File: config.mk
export PLATFORM = sky130hd
export DESIGN_NAME = o_feature_store
export DESIGN_NICKNAME = d
export VERILOG_FILES = /design/src/rtl/o_feature_store_pkg.sv /design/src/rtl/o_feature_store_skid_fifo.sv /design/src/rtl/o_feature_store.sv
export SDC_FILE = /design/constraint.sdc
export NUM_CORES = 1
export LEC_CHECK = 0
export ABC_AREA = 1
export CAP_MARGIN = 15
export CORE_MARGIN = 2
export CORE_UTILIZATION = 43
export CTS_CLUSTER_SIZE = 12
export DETAILED_ROUTE_END_ITERATION = 12
export HOLD_SLACK_MARGIN = 0.06
export PLACE_DENSITY_LB_ADDON = 0.08
export SLEW_MARGIN = 20
export SYNTH_ARGS = -nofsm -noshare
export SYNTH_HDL_FRONTEND = slang
export SYNTH_SLANG_ARGS = --single-unit
File: constraint.sdc
create_clock -name clk -period 16.44 [get_ports clk]
set_clock_uncertainty 0.15 [all_clocks]
set_input_delay 1.644 -clock clk [delete_from_list [all_inputs] [get_ports clk]]
set_output_delay 1.644 -clock clk [all_outputs]
set_load 0.01 [all_outputs]
File: src/rtl/o_feature_store_pkg.sv
// o_feature_store shared definitions.
// Widths, transfer FSM encoding and small helpers.
package o_feature_store_pkg;

    localparam int DATA_W = 128;
    localparam int EXT_AW = 16;
    localparam int BUF_AW = 15;
    localparam int RD_LAT = 2;
    localparam int FIFO_D = 4;
    localparam int LEN_W  = 8;
    localparam int CNT_W  = $clog2(FIFO_D + 1);

    typedef enum logic [1:0] {
        ST_IDLE,
        ST_RUN,
        ST_DRAIN,
        ST_DONE
    } store_st_e;

    // Number of reads still travelling through the on-chip read pipe.
    function automatic logic [CNT_W-1:0] vld_count(
        input logic [RD_LAT-1:0] v
    );
        logic [CNT_W-1:0] n;
        n = '0;
        for (int i = 0; i < RD_LAT; i++) begin
            n = n + CNT_W'(v[i]);
        end
        return n;
    endfunction

endpackage

File: src/rtl/o_feature_store_skid_fifo.sv
// store_skid_fifo: small synchronous FIFO absorbing external back-pressure.
// The head word is held in its own register so ext_data comes from a flop.
module store_skid_fifo
    import o_feature_store_pkg::*;
#(
    parameter int DEPTH = FIFO_D,
    parameter int WIDTH = DATA_W
) (
    input  logic                         clk,
    input  logic                         rst,
    input  logic                         push,
    input  logic [WIDTH-1:0]             push_data,
    input  logic                         pop,
    output logic                         full,
    output logic                         empty,
    output logic [$clog2(DEPTH+1)-1:0]   count,
    output logic [WIDTH-1:0]             head
);

    localparam int PW = (DEPTH > 1) ? $clog2(DEPTH) : 1;
    localparam int CW = $clog2(DEPTH + 1);

    logic [WIDTH-1:0] mem [DEPTH];
    logic [PW-1:0]    rd_ptr;
    logic [PW-1:0]    wr_ptr;
    logic [PW-1:0]    rd_nxt;
    logic             do_push;
    logic             do_pop;

    function automatic logic [PW-1:0] ptr_inc(input logic [PW-1:0] p);
        return (p == PW'(DEPTH - 1)) ? '0 : p + PW'(1);
    endfunction

    assign full    = (count == CW'(DEPTH));
    assign empty   = (count == '0);
    assign do_pop  = pop && !empty;
    assign do_push = push && (!full || do_pop);
    assign rd_nxt  = ptr_inc(rd_ptr);

    // Storage array; occupancy is tracked by count, so no reset here.
    always_ff @(posedge clk) begin
        if (do_push) begin
            mem[wr_ptr] <= push_data;
        end
    end

    // Pointers, occupancy and the registered head word.
    always_ff @(posedge clk) begin
        if (rst) begin
            rd_ptr <= '0;
            wr_ptr <= '0;
            count  <= '0;
            head   <= '0;
        end else begin
            if (do_push) begin
                wr_ptr <= ptr_inc(wr_ptr);
            end
            if (do_pop) begin
                rd_ptr <= rd_nxt;
            end
            count <= count + CW'(do_push) - CW'(do_pop);
            if (do_pop) begin
                if (count > CW'(1)) begin
                    head <= mem[rd_nxt];
                end else if (do_push) begin
                    head <= push_data;
                end
            end else if (empty && do_push) begin
                head <= push_data;
            end
        end
    end

    // The read credit scheme must never push into a full FIFO.
    always_ff @(posedge clk) begin
        if (!rst) begin
            assert (!(push && full && !pop));
        end
    end

endmodule

File: src/rtl/o_feature_store.sv
// o_feature_store: drains words from on-chip output feature memory
// to external memory, with credit-limited reads and a skid FIFO.
module o_feature_store
    import o_feature_store_pkg::*;
(
    input  logic              clk,
    input  logic              rst,
    input  logic              store_enable,
    input  logic [7:0]        store_type,
    input  logic [7:0]        src_addr,
    input  logic [EXT_AW-1:0] dst_addr,
    input  logic [7:0]        mem_sel,
    input  logic [LEN_W-1:0]  length,
    output logic [BUF_AW-1:0] rd_addr,
    output logic              rd_en,
    input  logic [DATA_W-1:0] rd_data,
    output logic              o_mem_select,
    output logic [EXT_AW-1:0] ext_addr,
    output logic [DATA_W-1:0] ext_data,
    output logic              ext_wr_en,
    input  logic              ext_ready,
    output logic              busy,
    output logic              done
);

    store_st_e         state;
    logic [LEN_W-1:0]  len_q;
    logic [LEN_W-1:0]  issued;
    logic [LEN_W-1:0]  written;
    logic [RD_LAT-1:0] vld;
    logic [CNT_W-1:0]  in_flight;
    logic [CNT_W-1:0]  fifo_count;
    logic              fifo_empty;
    logic              fifo_full;
    logic              credit_ok;
    logic              ext_pop;
    logic              unused_ok;

    assign unused_ok = ^{store_type[7:1], mem_sel[7:1], fifo_full};

    assign ext_wr_en = !fifo_empty;
    assign ext_pop   = ext_wr_en && ext_ready;

    // Issue a read only while every outstanding word has a FIFO slot.
    always_comb begin
        in_flight = vld_count(vld);
        credit_ok = ({1'b0, in_flight} + {1'b0, fifo_count})
                    < (CNT_W + 1)'(FIFO_D);
        rd_en     = (state == ST_RUN) && (issued != len_q) && credit_ok;
    end

    // Read-valid pipe matching the on-chip memory latency.
    always_ff @(posedge clk) begin
        if (rst) begin
            vld <= '0;
        end else begin
            vld <= {vld[RD_LAT-2:0], rd_en};
        end
    end

    store_skid_fifo #(
        .DEPTH (FIFO_D),
        .WIDTH (DATA_W)
    ) u_fifo (
        .clk       (clk),
        .rst       (rst),
        .push      (vld[RD_LAT-1]),
        .push_data (rd_data),
        .pop       (ext_pop),
        .full      (fifo_full),
        .empty     (fifo_empty),
        .count     (fifo_count),
        .head      (ext_data)
    );

    // Transfer FSM with its address/beat counters and status flags.
    always_ff @(posedge clk) begin
        if (rst) begin
            state        <= ST_IDLE;
            len_q        <= '0;
            issued       <= '0;
            written      <= '0;
            rd_addr      <= '0;
            ext_addr     <= '0;
            o_mem_select <= 1'b0;
            busy         <= 1'b0;
            done         <= 1'b0;
        end else begin
            done <= 1'b0;
            if (ext_pop) begin
                ext_addr <= ext_addr + EXT_AW'(1);
                written  <= written + LEN_W'(1);
            end
            if (rd_en) begin
                rd_addr <= rd_addr + BUF_AW'(1);
                issued  <= issued + LEN_W'(1);
            end
            unique case (state)
                ST_IDLE: begin
                    if (store_enable) begin
                        o_mem_select <= mem_sel[0] | store_type[0];
                        rd_addr      <= BUF_AW'(src_addr);
                        ext_addr     <= dst_addr;
                        len_q        <= length;
                        issued       <= '0;
                        written      <= '0;
                        busy         <= 1'b1;
                        state        <= (length == '0) ? ST_DONE
                                                       : ST_RUN;
                    end
                end
                ST_RUN: begin
                    if (rd_en && (issued + LEN_W'(1) == len_q)) begin
                        state <= ST_DRAIN;
                    end
                end
                ST_DRAIN: begin
                    if (ext_pop && (written + LEN_W'(1) == len_q)) begin
                        state <= ST_DONE;
                    end
                end
                ST_DONE: begin
                    busy  <= 1'b0;
                    done  <= 1'b1;
                    state <= ST_IDLE;
                end
                default: state <= ST_IDLE;
            endcase
        end
    end

endmodule

### Yosys cells after proc, flatten, opt, wreduce, memory -nomap -nowiden

Memories as Yosys holds them, arrays and structs flattened.
Cells that the tools add are included.

* register bits after elaboration: 197
* memory bits (writable): 512
* word-level logic and storage cells: 89
* memories kept: 1

* add/sub/neg operators: 10
* order comparisons: 2
* equal/unequal tests: 13
* mux-type cells: 28
* bitwise logic cells: 1
* reductions and logical operators: 20

Memories
* u_fifo.mem: words 4, bits a word 128, read ports 1, clocked after Yosys merged registers in 0, write ports 1, line o_feature_store_skid_fifo.sv:23 `logic [WIDTH-1:0] mem [DEPTH];`

Operators by type and width (count)
* 2-to-1 mux 128 bit: 4
* 2-to-1 mux 16 bit: 3
* 2-to-1 mux 8 bit: 6
* 2-to-1 mux 15 bit: 3
* adder 16 x 1 -> 16 bit, second input constant: 1
* adder 8 x 1 -> 8 bit, second input constant: 2
* == test 8 bit: 2
* adder 15 x 1 -> 15 bit, second input constant: 1
* 2-to-1 mux 2 bit: 6
* == test 2 bit, second input constant: 4
* logical AND 1 bit: 8
* logical NOT 8 bit: 1
* != test 8 bit: 1
* one-hot mux 2 bit (4 select lines): 1
* AND reduction 2 bit: 3
* adder 2 x 1 -> 2 bit, second input constant: 2
* adder 2 x 3 -> 4 bit: 1
* < comparator 4 x 3 -> 1 bit, second input constant: 1
* 2-to-1 mux 1 bit: 4
* != test 2 bit, second input constant: 2
* nonzero test 2 bit: 2
* adder 3 x 1 -> 3 bit: 1
* == test 3 bit, second input constant: 1
* > comparator 3 x 1 -> 1 bit, second input constant: 1
* other kinds (12): 13

### Longest topological paths before layout

Gate-level depths: netlist of run 1.

* word-level depth: 9
* depth in mapped cells: 15
* gate-level depth less buffers: 15

### Hierarchy

A second synthesis of run 1 with hierarchy kept.

* cells, all modules: 3631
* area total of the unflattened synthesis: 31926.9 um2

By module, submodules not included
* store_skid_fifo: times used 1, cells each 3073, area each 28240.8 um2, sequential area each 18077.3 um2
* o_feature_store: times used 1, cells each 558, area each 3686.0 um2, sequential area each 1241.2 um2

### Least setup slack after synthesis of run 1

Ideal clock, no wire load.

* kind: input-to-reg
* start point: in ext_ready
* end point: mem u_fifo.mem[0][0] (netlist bit) (enable)
* library setup time: 617 ps
* arrival time: 7376 ps
* data required time: 15673 ps
* slack: 8298 ps
* cell stages on the path: 5
* path buffers: 0
* path through: inv_1 > nand3_1 > and2_1 > inv_1 > nor2_1

* longest elaborated chain between the ends: 6

RTL lines
* start: declaration: line o_feature_store.sv:21 `input logic ext_ready,`
* logical AND 1 bit: line o_feature_store.sv:42 `assign ext_pop = ext_wr_en && ext_ready;`
* logical AND 1 bit: line o_feature_store_skid_fifo.sv:36 `assign do_pop = pop && !empty;`
* logical OR 1 bit: line o_feature_store_skid_fifo.sv:37 `assign do_push = push && (!full || do_pop);`
* logical AND 1 bit: line o_feature_store_skid_fifo.sv:37
* via u_fifo.do_push: line o_feature_store_skid_fifo.sv:27 `logic do_push;`
* 2-to-1 mux 1 bit: line o_feature_store_skid_fifo.sv:42 `if (do_push) begin`
* 2-to-1 mux 1 bit (implied by the code): line o_feature_store_skid_fifo.sv:43 `mem[wr_ptr] <= push_data;`
* end: declaration: line o_feature_store_skid_fifo.sv:23

The timed path passes the listed nets, and every way through them passes these cells.

### Final worst setup path of run 1

* start point: in ext_ready
* end point: reg u_fifo.head[52]

* longest elaborated chain between the ends: 7
* elaborated cells between the ends (all ways): 9

RTL lines
* logical AND 1 bit *: line o_feature_store.sv:42
* logical AND 1 bit *: line o_feature_store_skid_fifo.sv:36
* logical OR 1 bit: line o_feature_store_skid_fifo.sv:37
* logical AND 1 bit: line o_feature_store_skid_fifo.sv:37
* logical AND 1 bit: line o_feature_store_skid_fifo.sv:68 `end else if (empty && do_push) begin`
* nonzero test 2 bit (no line)
* AND reduction 2 bit (no line)
* end signal: assignment: line o_feature_store_skid_fifo.sv:64 `head <= mem[rd_nxt];`
* end signal: assignment: line o_feature_store_skid_fifo.sv:66 `head <= push_data;`
* end signal: assignment: line o_feature_store_skid_fifo.sv:69 `head <= push_data;`
* end: declaration: line o_feature_store_skid_fifo.sv:17 `output logic [WIDTH-1:0] head`

Every way passes the cells marked *; elsewhere a longest branch is shown, timed or not.
A chain may end at the register's enable or synchronous reset.

==> summary.md, run 1 <==
| Metric | Value |
|---|---|
| Status | `finished, final reports clean` |
| Area share of the largest cell type after synthesis | `52.4%` |
| FP Rows | `95` |
| Max H-tree Level | `3` |
| First-pass GRT wire length | `115000 µm` |
| Post-layout util | `53.1%` |
| CP Capture Type | `register` |
| Final Critical Period | `5480 ps` |
| Residual DRC | `0` |
| Final Cycle Share | `33.3%` |
| Max_slew headroom | `30.2%` |
| Lkg Pwr | `13.1 nW` |
| Distinct cell type count after synthesis | `41` |
| Routability cong. | `0.795` |
| Critical-path maximum fanout | `129` |
| Initial DRC Count | `1331` |
| GRT Total Usage | `21.0%` |
| TritonCTS clock tree | `yes` |
| Initial antenna violation count | `12` |
| Routed via count | `20200` |
| CP Buf/Inv Count | `7` |
| Crit-path slowest cell | `buf_4` |
| Synth cell count leaders | `512 x edfxtp_1, 351 x o21ai_0, 349 x inv_1` |
| Post-synth EDFFs | `512` |
| Share of cells above drive strength 1 | `9.28%` |
| Global route overflow | `0` |
| FFs w/ async S/R, synth | `0%` |
| Wirelength per Cell | `19.0 µm` |
| CTS buffer count | `77` |
| Fin. Hold Viols | `0` |
| Most numerous cell in the Yosys netlist | `edfxtp_1` |
| Clock buffer depth | `3` |
| Ys Warns | `0` |
| Max cap viols | `0` |
| # Post-CTS Setup Buffers | `0` |
| Largest net degree at the start of global routing | `149` |
| Maximum vdd drop | `0.108 mV` |
| Number of port buffers | `329` |
| Syn Inst Count | `2692` |
| Total die area | `70300 µm²` |
| CTS clock-pin slew for the worst setup and hold paths | `60 ps` |
| Nets | `3164` |
| Die Ht | `265 µm` |
| Fin. max-slew vios | `0` |
| TNS Setup | `0 ps` |
| Clock sink count | `709` |
| Detail Route Antenna Nets | `0` |
| Cell family with most CP delay | `buffers and inverters` |
| Synth-to-layout area growth | `22.1%` |
| Num ports | `344` |
| Drt first pass iters | `5` |
| Die Wd | `265 µm` |
| Ys flop type | `edfxtp_1` |
| Final setup fails | `0` |
| Vias/cell | `5.17` |
| Cts hold-fix bufs | `0` |
| RSZ-0062 raised after global routing | `false` |
| Startpoint Class | `input pin` |
| Power Density | `156 nW/µm²` |
| Largest cells by area after synthesis | `edfxtp_1 52%, dfxtp_1 13%, o21ai_0 6.0%` |
| Most frequent CP cell | `buf_4` |
| Worst setup path category | `in -> reg` |
| Max stage delay on crit path | `830 ps` |
| Slew @ Worst Pin | `1050 ps` |
| Worst EP arrival | `5830 ps` |
| Vias in the first global route | `20100` |
| Post-detail-place hpwl | `40500 µm` |
| Register bit total from synthesis | `709` |
| WL final | `74000 µm` |
| Syn nets | `2892` |
| Worst EP required | `16790 ps` |
| Mapped Area | `29300 µm²` |
| Worst skew pair latency | `600 ps` |
| Sequential fraction of the synthesis area | `65.8%` |
| Root Buffer Master | `clkbuf_16` |
| Cell Chain, Critical Path | `clkdlybuf4s50_1 > inv_1 > a221oi_4 > buf_12 > o21ai_4 > buf_4 > buf_4 > buf_4 > a21oi_1 > o21ai_1 > inv_1` |
| Dominant cell type by area after synthesis | `edfxtp_1` |
| Fmax | `0.182 GHz` |
| Post-CTS sizing | `0` |
| Worst Hold Class | `reg -> reg` |
| Starting Density | `43.5%` |
| Hold Slack | `289 ps` |
| Avg Cell Area, Syn | `10.9 µm²` |
| Core area | `67400 µm²` |
## sequential cells by signal (all words and copies together) (netlist names)
signal	flops
u_fifo.head	128
len_q	8
u_fifo.rd_ptr	2
u_fifo.count	3
rd_addr	15
u_fifo.mem	512
issued	8
vld	2
written	8
done	1
state	2
busy	1
u_fifo.wr_ptr	2
ext_addr	16
o_mem_select	1
## logic make-up after synthesis
| logic type | count (synthesis) | synth area share (%) |
|---|---|---|
| AO/OA/AOI/OAI | 736 | 13.3 |
| XOR/XNOR | 22 | 0.657 |
| adder cells (fa/ha/maj) | 20 | 0.879 |
| buffers and inverters | 510 | 6.79 |
| flip-flops | 709 | 65.8 |
| multiplexers | 128 | 4.91 |
| AND/OR/NAND/NOR | 567 | 7.66 |
## power breakdown
group / internal [mW] / switching (mW) / leakage [nW]
Clock: 0.995 / 0.688 / 1.22
Sequential: 2.08 / 0.111 / 6.21
Combinational: 0.665 / 1.05 / 5.69
## final timing paths
check	from	endpoint	slack [ps]	cells past startpoint
hold / removal	vld[0]	vld[1]	290	2
hold reg to reg	vld[0]	vld[1]	290	2
setup / recovery	ext_ready	u_fifo.head[52]	10960	11
setup reg to reg	u_fifo.count[1]	u_fifo.head[52]	11740	12
## per-stage QoR
stage | std cells | instance area, µm² | total power [mW] | worst slack [ps]
floorplan | 2692 | 29300 | 3.29 | 8300
global placement | 3758 | 33300 | 3.92 | 10410
detailed placement | 3758 | 33300 | 3.96 | 10380
CTS | 3901 | 35800 | 5.66 | 11010
global route | 3903 | 35800 | 5.93 | 10670
finish | 3904 | 35800 | 5.58 | 10960
## final cells by class
type / instances / area [µm²]
antenna: 3 / 7.51
clock buffer: 118 / 2250
clock inverter: 25 / 220
fill: 5892 / 31600
inverter: 352 / 1330
multi-input combinational: 1473 / 8100
sequential: 709 / 19300
tap: 873 / 1090
timing repair buffer: 351 / 3490
## metal layers
layer | vias to the layer above | global-route usage, % | wire length, µm | part of all wire (%)
met4 | 18 | 5.50 | 1580 | 2.1
met3 | 112 | 4.30 | 3550 | 4.8
li1 | 9874 | - | - | -
met5 | - | 0 | 125 | 0.17
met1 | 9760 | 27.5 | 33300 | 45
met2 | 419 | 35.5 | 35500 | 48
## worst reg2reg max path: stages (launching register included)
cell and delay (ps):
dfxtp_1 370, inv_1 150, ha_1 220, nand2_1 100, a221oi_4 80, buf_12 330
o21ai_4 250, buf_4 770, buf_4 930, buf_4 860, a21oi_1 200, o21ai_1 110
inv_1 50
## cells in the final DEF, fill, tap and decap left out, types with 2 or more instances in the layout
master           count
ha_1                18
buf_6                2
nor4_1               2
or2_2                2
nand4_1              7
nand3_1             43
xor2_1              12
inv_1              347
a21oi_1            164
nor2_2               2
o22ai_1            128
nor2_1             339
nand3b_1             2
clkdlybuf4s50_1    328
nor3_1               7
clkbuf_1            27
buf_12               2
inv_6                4
clkbuf_16           80
o21ai_1             79
edfxtp_1           512
clkbuf_8            11
bufinv_16            3
a211oi_1             2
o211ai_1             6
o21ai_0            351
inv_2                2
clkinv_2            13
xnor2_1             10
dfxtp_1            197
nor2_4               5
buf_4               19
diode_2              3
nand2_1            153
clkinv_1             5
mux2_2             128
No activity file was read; power rests on OpenSTA's default activity.
==> run 2, diff against run 1 <==
clock period = 4.6 ns   (was 16.44 ns; I/O delays follow)
==> run 2 against run 1 <==
  * Sequential cell count unchanged
  * Clock power rose to 3.5 times the previous value
  * Setup slack worse by 9500 ps
  * Register-to-register slack worse by 10000 ps
  * Wire length up 0.11%
==> summary.md, run 2 (same netlist as run 1, synthesis figures left out) <==
| Metric | Value |
|---|---|
| Status | `finished, final reports clean` |
| Slew @ Worst Pin | `1070 ps` |
| Met1 WL | `32600 µm` |
| Final setup fails | `0` |
| Initial antenna violation count | `14` |
| Pre-CTS setup slack | `1200 ps` |
| Critical-path maximum fanout | `4` |
| Regs by FF count | `u_fifo.mem (512), u_fifo.head (128), ext_addr (16)` |
| Share of cells above drive strength 1 | `9.03%` |
| Fin. Hold Viols | `0` |
| Post-detail-place hpwl | `41100 µm` |
| Biggest register | `u_fifo.mem` |
| DR top layer | `met5` |
| Worst Hold Class | `in -> reg` |
| Lkg Pwr | `13.1 nW` |
| Final Cycle Share | `69.3%` |
| Largest net degree at the start of global routing | `180` |
| Fillers | `5814` |
| Most common cell after layout, fill and taps aside | `edfxtp_1` |
| GRT Total Usage | `20.7%` |
| Residual DRC | `0` |
| Drt first pass iters | `5` |
| Crit-path slowest cell | `clkdlybuf4s50_1` |
| Clk pwr share | `29.8%` |
| CTS buffer count | `77` |
| Net Sw Frac | `33.4%` |
| Vias/cell | `5.21` |
| Die Ht | `265 µm` |
| CTS clock-pin slew for the worst setup and hold paths | `60 ps` |
| Internal cell power | `13.3 mW` |
| Fmax | `0.314 GHz` |
| Global route overflow | `0` |
| CP Capture Type | `output pin` |
| Final Instance Area | `35900 µm²` |
| Nets | `3170` |
| Met3 WL | `3920 µm` |
| Initial DRC Count | `1184` |
| Worst setup path category | `reg -> out` |
| Wirelength per Cell | `18.9 µm` |
| Switching power total | `6.64 mW` |
| Commonest non-fill, non-tap cells in the layout | `512 x edfxtp_1, 351 x o21ai_0, 347 x inv_1` |
| Hold path depth | `2` |
| Total die area | `70300 µm²` |
| Final Critical Period | `3190 ps` |
| First-pass GRT wire length | `113000 µm` |
| Routability cong. | `0.855` |
| Routed via count | `20400` |
| Die Wd | `265 µm` |
| Cell count of the worst reg-to-reg path | `9` |
| Met2 WL post-DR | `35600 µm` |
| Most frequent CP cell | `nand2_1` |
| Core area | `67400 µm²` |
| Starting Density | `43.5%` |
| Max_slew headroom | `28.6%` |
| FP Rows | `95` |
| Worst EP required | `3990 ps` |
| Clock buffer depth | `3` |
| Vias in the first global route | `19800` |
| Fin worst setup slack | `1410 ps` |
| Synth-to-layout area growth | `22.5%` |
| Maximum vdd drop | `0.516 mV` |
| WL final | `74100 µm` |
| Detail Route Antenna Nets | `0` |
| Max stage delay on crit path | `600 ps` |
| Max H-tree Level | `3` |
| Clock sink count | `709` |
| Power Density | `554 nW/µm²` |
| # Post-CTS Setup Buffers | `0` |
| Reg power frac | `39.3%` |
| Cell Chain, Critical Path | `ha_1 > nand2_1 > nand2_1 > nand2_1 > nor2_1 > nor2_1 > nand2_1 > nor2_2 > clkdlybuf4s50_1` |
| Worst skew pair latency | `630 ps` |
| Gate power share | `30.9%` |
| Post-CTS sizing | `0` |
| Worst EP arrival | `2580 ps` |
| Root Buffer Master | `clkbuf_16` |
| Fin. max-slew vios | `0` |
| Num ports | `344` |
| Max FFs per register | `512` |
| TritonCTS clock tree | `yes` |
| Final Power | `19.9 mW` |
| Cts hold-fix bufs | `0` |
| Area after DPL | `33500 µm²` |
| RSZ-0062 raised after global routing | `false` |
| Startpoint Class | `register` |
| Max cap viols | `0` |
| Number of port buffers | `329` |
==> run 2: cell count changes in the layout (fill, tap and decap cells not counted), sizes merged <==
cell,change
buf,+6
diode,+4
clkbuf,+2
bufinv,-1
clkinvlp,-1
==> run 2: worst paths after layout <==
path | from | to | slack [ps]
setup / recovery | u_fifo.count[0] | rd_en | 1410
hold reg to reg | vld[0] | vld[1] | 280
setup reg to reg | u_fifo.rd_ptr[0] | u_fifo.head[60] | 1420
hold / removal | rst | done | 240
==> run 2: worst max-delay path, delay by kind of cell, from the launching register on <==
kind | cells | cell delay (ps)
buffers and inverters | 1 | 600
adders and majority gates | 1 | 250
DFF | 1 | 390
and+or+nand+nor | 7 | 730
==> run 2: power groups by stage <==
stage,Sequential [mW],Combinational [mW],Clock (mW)
floorplan,8.04,3.70,0
global placement,7.94,6.09,0
detailed placement,7.95,6.22,0
CTS,7.82,6.25,6.07
global route,7.88,6.87,6.30
finish,7.82,6.15,5.93
==> run 2: per-stage QoR <==
stage | utilization, % | std cells | TNS [ps] | hold WS, ps
after floorplan | - | 2692 | -113580 | 257
after global placement | 49.7 | 3764 | 0 | 273
after detailed placement | 49.7 | 3764 | 0 | 278
after CTS | 53.3 | 3907 | 0 | 242
after global routing | 53.3 | 3911 | 0 | 282
final | 53.3 | 3914 | 0 | 241
==> run 2: final cells by class <==
cell class	count	area, µm²	share of cell area, %
Inverter	352	1330	3.70
Tap cell	873	1090	3.04
Clock buffer	120	2210	6.15
Sequential cell	709	19300	53.8
Clock inverter	23	221	0.616
Multi-Input combinational cell	1473	8090	22.5
Timing Repair Buffer	357	3650	10.2
Antenna cell	7	17.5	0.0487
==> run 2: routing by layer <==
metal,GRT usage (%),vias up
met2,34.9,428
met5,0,-
met4,6.90,16
li1,-,9878
met3,4.43,124
met1,26.5,9961
